### config.mk
export PLATFORM = sky130hd
export DESIGN_NAME = wb_arbiter
export DESIGN_NICKNAME = d
export VERILOG_FILES = /design/src/rtl/wb_arbiter.sv
export SDC_FILE = /design/constraint.sdc
export NUM_CORES = 1
export LEC_CHECK = 0
export CORE_MARGIN = 4
export CORE_UTILIZATION = 30
export CTS_CLUSTER_DIAMETER = 200
export CTS_CLUSTER_SIZE = 25
export DETAILED_ROUTE_END_ITERATION = 8
export SYNTH_ARGS = -nofsm -noshare
export SYNTH_HDL_FRONTEND = slang
export SYNTH_SLANG_ARGS = --single-unit
### constraint.sdc
create_clock -name clk -period 1.6 [get_ports clk]
set_clock_uncertainty 0.1 [all_clocks]
set_input_delay 0.16 -clock clk [delete_from_list [all_inputs] [get_ports clk]]
set_output_delay 0.16 -clock clk [all_outputs]
set_load 0.02 [all_outputs]
### src/rtl/wb_arbiter.sv
// Write-back arbiter: two one-entry holding buffers drained oldest-first into the
// single regfile write port, with read-hazard detection for accepted but unwritten results.
module wb_arbiter #(
  parameter int unsigned ADDR_W = 5,
  parameter int unsigned DATA_W = 32
) (
  input  logic              clk,
  input  logic              rst,
  input  logic              a_valid,
  output logic              a_ready,
  input  logic [ADDR_W-1:0] a_addr,
  input  logic [DATA_W-1:0] a_data,
  input  logic              b_valid,
  output logic              b_ready,
  input  logic [ADDR_W-1:0] b_addr,
  input  logic [DATA_W-1:0] b_data,
  output logic              we,
  output logic [ADDR_W-1:0] waddr,
  output logic [DATA_W-1:0] wdata,
  input  logic              re1,
  input  logic              re2,
  input  logic [ADDR_W-1:0] raddr1,
  input  logic [ADDR_W-1:0] raddr2,
  output logic              stall
);

  logic              va_q, va_d;
  logic              vb_q, vb_d;
  logic [ADDR_W-1:0] adr_a_q, adr_a_d;
  logic [ADDR_W-1:0] adr_b_q, adr_b_d;
  logic [DATA_W-1:0] dat_a_q, dat_a_d;
  logic [DATA_W-1:0] dat_b_q, dat_b_d;
  logic              a_older_q, a_older_d;

  logic grant_a, grant_b;
  logic a_load, b_load;
  logic hz1, hz2;

  // Grant depends only on buffer state, so valid never reaches we combinationally.
  assign grant_a = va_q & (~vb_q | a_older_q);
  assign grant_b = vb_q & ~grant_a;

  assign a_ready = ~rst & (~va_q | grant_a);
  assign b_ready = ~rst & (~vb_q | grant_b);

  // Writes to x0 complete the handshake but are never buffered.
  assign a_load = a_valid & a_ready & (a_addr != '0);
  assign b_load = b_valid & b_ready & (b_addr != '0);

  always_comb begin
    we    = 1'b0;
    waddr = '0;
    wdata = '0;
    if (grant_a) begin
      we    = 1'b1;
      waddr = adr_a_q;
      wdata = dat_a_q;
    end else if (grant_b) begin
      we    = 1'b1;
      waddr = adr_b_q;
      wdata = dat_b_q;
    end
  end

  // The granted buffer is covered by the regfile bypass; only the other one stalls.
  assign hz1 = re1 & (raddr1 != '0) &
               ((va_q & ~grant_a & (adr_a_q == raddr1)) |
                (vb_q & ~grant_b & (adr_b_q == raddr1)));
  assign hz2 = re2 & (raddr2 != '0) &
               ((va_q & ~grant_a & (adr_a_q == raddr2)) |
                (vb_q & ~grant_b & (adr_b_q == raddr2)));
  assign stall = hz1 | hz2;

  always_comb begin
    va_d      = va_q;
    vb_d      = vb_q;
    adr_a_d   = adr_a_q;
    adr_b_d   = adr_b_q;
    dat_a_d   = dat_a_q;
    dat_b_d   = dat_b_q;
    a_older_d = a_older_q;

    if (a_load) begin
      va_d    = 1'b1;
      adr_a_d = a_addr;
      dat_a_d = a_data;
    end else if (grant_a) begin
      va_d = 1'b0;
    end

    if (b_load) begin
      vb_d    = 1'b1;
      adr_b_d = b_addr;
      dat_b_d = b_data;
    end else if (grant_b) begin
      vb_d = 1'b0;
    end

    // Age tracks acceptance order so same-destination writes retire in order.
    if (a_load && b_load) begin
      a_older_d = 1'b1;
    end else if (a_load && vb_q && !grant_b) begin
      a_older_d = 1'b0;
    end else if (b_load && va_q && !grant_a) begin
      a_older_d = 1'b1;
    end
  end

  always_ff @(posedge clk) begin
    if (rst) begin
      va_q      <= 1'b0;
      vb_q      <= 1'b0;
      adr_a_q   <= '0;
      adr_b_q   <= '0;
      dat_a_q   <= '0;
      dat_b_q   <= '0;
      a_older_q <= 1'b1;
    end else begin
      va_q      <= va_d;
      vb_q      <= vb_d;
      adr_a_q   <= adr_a_d;
      adr_b_q   <= adr_b_d;
      dat_a_q   <= dat_a_d;
      dat_b_q   <= dat_b_d;
      a_older_q <= a_older_d;
    end
  end

endmodule

Yosys cells after proc, flatten, opt, wreduce, memory -nomap -nowiden
Index checks and enable logic that the tools add are counted.

Add/subtract/negate cells: 0. Bitwise operators: 29. Multiply operators: 0. Reductions and logical operators: 15. Equal/unequal tests: 4. Div/mod/pow operators: 0. Shift-type cells: 0. Magnitude comparators: 0. Mux-type cells: 12.

Operators with widths (number): 32-bit two-way mux (2); 5-bit equality test (4); 5-bit nonzero test (4); 1-bit AND (18); 5-bit two-way mux (2); 1-bit two-way mux (8); 1-bit OR (6); 2-bit nonzero test (3); 1-bit logical AND (5); 1-bit inverter (5); 1-bit zero test (2); 2-bit OR reduction (1).

Memory bits (read-only): 0. Output and inout bits: 41. Flip-flop bits (word level): 77. Bits in latches: 0. RAM bits: 0. Memories kept: 0.

Depth between registers and ports, before layout
Word-level depth: 13. Depth in mapped cells: 8. Mapped depth without buffers: 5.

Least setup slack after synthesis
Ideal clock, no wire load.

Path kind: flip-flop to output port. Start point: register vb_q. End point: output stall. Stages on the path, launching flop included: 7. Data arrival time: 1.689 ns. Data required time: 1.340 ns. Setup slack: -0.349 ns. Path buffers: 1. Path through: dfxtp_1 buf_2 nand3_2 or4_1 nor3_1 a31oi_1 o22ai_1.

Word-level cells in the longest chain between the ends: 11.

RTL lines: start: declaration (line 28) `logic vb_q, vb_d;`; start signal: assignment (line 120) `vb_q <= vb_d;`; 1-bit inverter (line 40) `assign grant_a = va_q & (~vb_q | a_older_q);`; 1-bit OR (line 40); 1-bit AND (line 40); 1-bit inverter (line 41, 67, 70); 1-bit AND (line 41) `assign grant_b = vb_q & ~grant_a;`; 1-bit inverter (line 68, 71); 1-bit AND (line 68, 71); 1-bit AND (on tied branches) (line 68, 71); 1-bit OR (on tied branches) (line 67, 70); 1-bit AND (on tied branches) (line 66, 69); 1-bit OR (*) (line 72) `assign stall = hz1 | hz2;`; end: declaration (line 24) `output logic stall`.

Mark *: on every way between the ends. The rest lies on a longest branch, timed or not.

Final worst setup path
Start point: register adr_b_q[2]. End point: output stall.

Word-level cells in the longest chain between the ends: 5.

RTL lines: start: declaration (line 30) `logic [ADDR_W-1:0] adr_b_q, adr_b_d;`; start signal: assignment (line 122) `adr_b_q <= adr_b_d;`; 5-bit equality test (on tied branches) (line 68, 71); 1-bit AND (on tied branches) (line 68, 71); 1-bit OR (on tied branches) (line 67, 70); 1-bit AND (on tied branches) (line 66, 69); 1-bit OR (*) (line 72).

Marked as above.

==> metrics.md <==
| Metric | Value |
|---|---|
| Placed insts | `785` |
| RSZ-0062 raised after global routing | `true` |
| Cells after Synth | `503` |
| Synth warnings | `0` |
| DR WL/cell | `17.2 microns` |
| Met3 wire len | `852 microns` |
| Total number of vias | `4236` |
| Latest clock arrival within the worst-skew pair | `330 ps` |
| Row count | `39` |
| Top cells by area, synth | `dfxtp_1 (43%), nand2_1 (23%), nand3b_1 (8.0%)` |
| WP buf/inv | `1` |
| Die ar. | `0.0137 sq mm` |
| CP Data Arrival Time | `1830 ps` |
| Die H | `117 microns` |
| Final Cycle Share | `130%` |
| Fin util | `60.7%` |
| DRT iter0 DRCs | `240` |
| Flop pwr share | `41.2%` |
| WL final | `14700 microns` |
| Highest metal used | `met4` |
| Most used DFF post-synth | `dfxtp_1` |
| Leakage Power | `3.03 nW` |
| Core region area | `0.0115 sq mm` |
| Critical path's top delay family | `simple AND/OR/NAND/NOR gates` |
| Worst hold path depth | `3` |
| CTS root buf | `clkbuf_16` |
| Hold Slack | `276 ps` |
| Setup-failing EPs final | `79` |
| Outcome | `finished, violations left` |
| Int Pwr | `0.00377 W` |
| Non-Filler Instances | `851` |
| Combinational power share | `24.4%` |
| Slew HR | `72.9%` |
| Port bufs | `130` |
| Cts bufs inserted | `9` |
| Die X | `117 microns` |
| Crit start category | `flip-flop` |
| # H-tree levels | `3` |
| Largest net degree at the start of global routing | `45` |
| Hold Vio Cnt, Final | `0` |
| Least-Margin Pin Slew | `406 ps` |
| CTS tree | `yes` |
| GRT Util Overall | `20.7%` |
| Pre-Repair DR Iteration Count | `4` |
| Ports | `131` |
| Routability cong. | `0.815` |
| Filler cell count | `1003` |
| Share of the synthesized area in the top cell type | `43.2%` |
| Vias in the first global route | `4236` |
| Crit-path max cell delay | `540 ps` |
| Max Buffers Root-to-Sink | `2` |
| Crit path cell chain | `xor2_1 > or4_1 > nor3_2 > a31oi_1 > o22ai_2 > buf_6` |
| Ys async rst share | `0%` |
| Failing checks | `negative setup slack` |
| Worst endpoint required time | `1340 ps` |
| Reg-to-Reg Start | `vb_q` |
| Met1 WL | `6150 microns` |
| Synthesis-to-layout area growth | `95.9%` |
| # diodes | `0` |
| Initial antenna violation count | `0` |
| Final Slew Violations | `0` |
| DP Worst Slack | `-883 ps` |
| Hold EP | `dat_b_q[5]` |
| Hold Startpoint | `b_data[5]` |
| # clock sinks | `77` |
| Most frequent cells in the layout | `nand2_1 (135), clkdlybuf4s50_1 (88), buf_6 (76)` |
| HPWL after DPL | `8540 microns` |
| Clock Power Share | `34.4%` |
| Power Density | `741 mW/mm^2` |
| Initial core utilization | `31.0%` |
| Number of synthesized flops with an enable pin | `0` |
| RR Endpoint | `dat_a_q[2]` |
| Nets | `795` |
| Peak supply drop | `0.000412 V` |
| Post-synthesis sequential area ratio | `43.2%` |
| Max Fclk | `0.479 GHz` |
| Clock slew at reported path FFs | `60 ps` |
| First-pass GRT wire length | `21700 microns` |
| HP Class | `in2reg` |
| Remaining DRCs | `0` |
| Syn avg cell area | `7.10 sq um` |
| Share of post-route cells with drive strength above 1 | `41.5%` |
| Final worst path period need | `2090 ps` |
| Mapped Area | `0.00357 sq mm` |
| Placed Area | `0.00536 sq mm` |
| Yosys top cell by area | `dfxtp_1` |
| Worst-path maximum fanout | `2` |
| Reg2Reg Depth | `10` |
| Max Cap Viol | `0` |
| Final setup margin | `-487 ps` |
| Register area | `0.00155 sq mm` |
| DR WL met2 | `7290 microns` |
| Yosys reg bits | `77` |
| Netlist cell types | `28` |
| Commonest non-fill, non-tap cell in the layout | `nand2_1` |
| Multi-input logic area | `0.00246 sq mm` |
| Vias per cell | `4.98` |
| Flop2flop setup slack | `-190 ps` |
| Slowest CP cell | `or4_1` |
| Syn_nets | `593` |
| CP Class | `reg2out` |
| Global route overflow | `0` |
| Routed Antenna Nets | `0` |
| CP Capture Type | `output port` |
| Design area | `0.00700 sq mm` |
| Switch share | `27.3%` |
| Switching power | `0.00142 W` |
==> power by group through the flow <==
stage | sequential, W | combinational [W] | clock (W)
5_1_grt | 0.00215 | 0.00134 | 0.00190
3_3_place_gp | 0.00216 | 0.000880 | 0
4_1_cts | 0.00213 | 0.00121 | 0.00182
6_report | 0.00214 | 0.00126 | 0.00178
3_5_place_dp | 0.00216 | 0.000896 | 0
2_1_floorplan | 0.00215 | 0.000400 | 0
==> state kept, by name, indices dropped and copies added, names as in the netlist <==
signal	count
a_older_q	1
adr_a_q	5
adr_b_q	5
dat_a_q	32
dat_b_q	32
va_q	1
vb_q	1
==> routing by layer <==
metal	vias up	track usage, %
met5	-	0
met4	0	6.42
met3	30	4.47
met2	134	35.3
met1	2017	26.2
li1	2055	-
==> cells by family after synthesis <==
family,Yosys count,share of synthesized area (%)
and+or+nand+nor,317,39.8
xor gates and xnor gates,20,4.91
buffers and inverters,39,4.45
DFF,77,43.2
AOI/OAI and AO/OA,50,7.64
==> tightest hold or removal path, cell delays in order <==
cell and delay [ps]:
clkdlybuf4s50_1 390, nand2_1 50, a21oi_1 50
==> stage by stage <==
| stage | power (W) | TNS (ps) |
|---|---|---|
| CTS | 0.00516 | -15940 |
| detailed placement | 0.00306 | -27010 |
| global placement | 0.00304 | -24610 |
| floorplan | 0.00255 | -1310 |
| finish | 0.00518 | -15690 |
| global route | 0.00539 | -21120 |
==> worst max path at each step <==
stage	start	to	slack, ps	cells after the start
after floorplan	vb_q	waddr[0]	-40	7
after global placement	raddr1[2]	stall	-870	7
after detailed placement	raddr1[2]	stall	-880	7
after CTS	adr_b_q[2]	stall	-480	6
after global routing	adr_b_q[2]	stall	-530	6
final	adr_b_q[2]	stall	-490	6
==> what timing repair did <==
item / in CTS / in global routing
resized for setup: 380 / 92
hold buffers: 0 / 0
pin swaps: 63 / 55
hold endpoints to repair: 0 / 0
setup buffers: 36 / 16
setup endpoints to repair: 80 / 82
gates cloned: 14 / 1
==> area by class of cell <==
cell class / count / area share (%)
clock buffers: 11 / 3.33
clock inverters: 3 / 0.215
flip-flops and latches: 77 / 22.2
multi-input cells: 387 / 35.2
repair buffers: 229 / 36.4
well taps: 143 / 2.56
inverters: 1 / 0.0894
==> synthesized netlist by cell type, types with 2 or more instances <==
| master | instances |
|---|---|
| a31oi_1 | 3 |
| clkbuf_1 | 25 |
| xnor2_1 | 8 |
| nand3b_1 | 38 |
| nor4_1 | 2 |
| a211oi_1 | 3 |
| xor2_1 | 12 |
| nand2_1 | 220 |
| dfxtp_1 | 77 |
| o21ai_0 | 2 |
| a32oi_1 | 2 |
| nand3_1 | 39 |
| and3_1 | 2 |
| or4_1 | 3 |
| nor2_1 | 5 |
| nor3_1 | 4 |
| a21oi_1 | 37 |
| buf_1 | 3 |
| buf_2 | 9 |
Power figures use the tool's default switching activity.
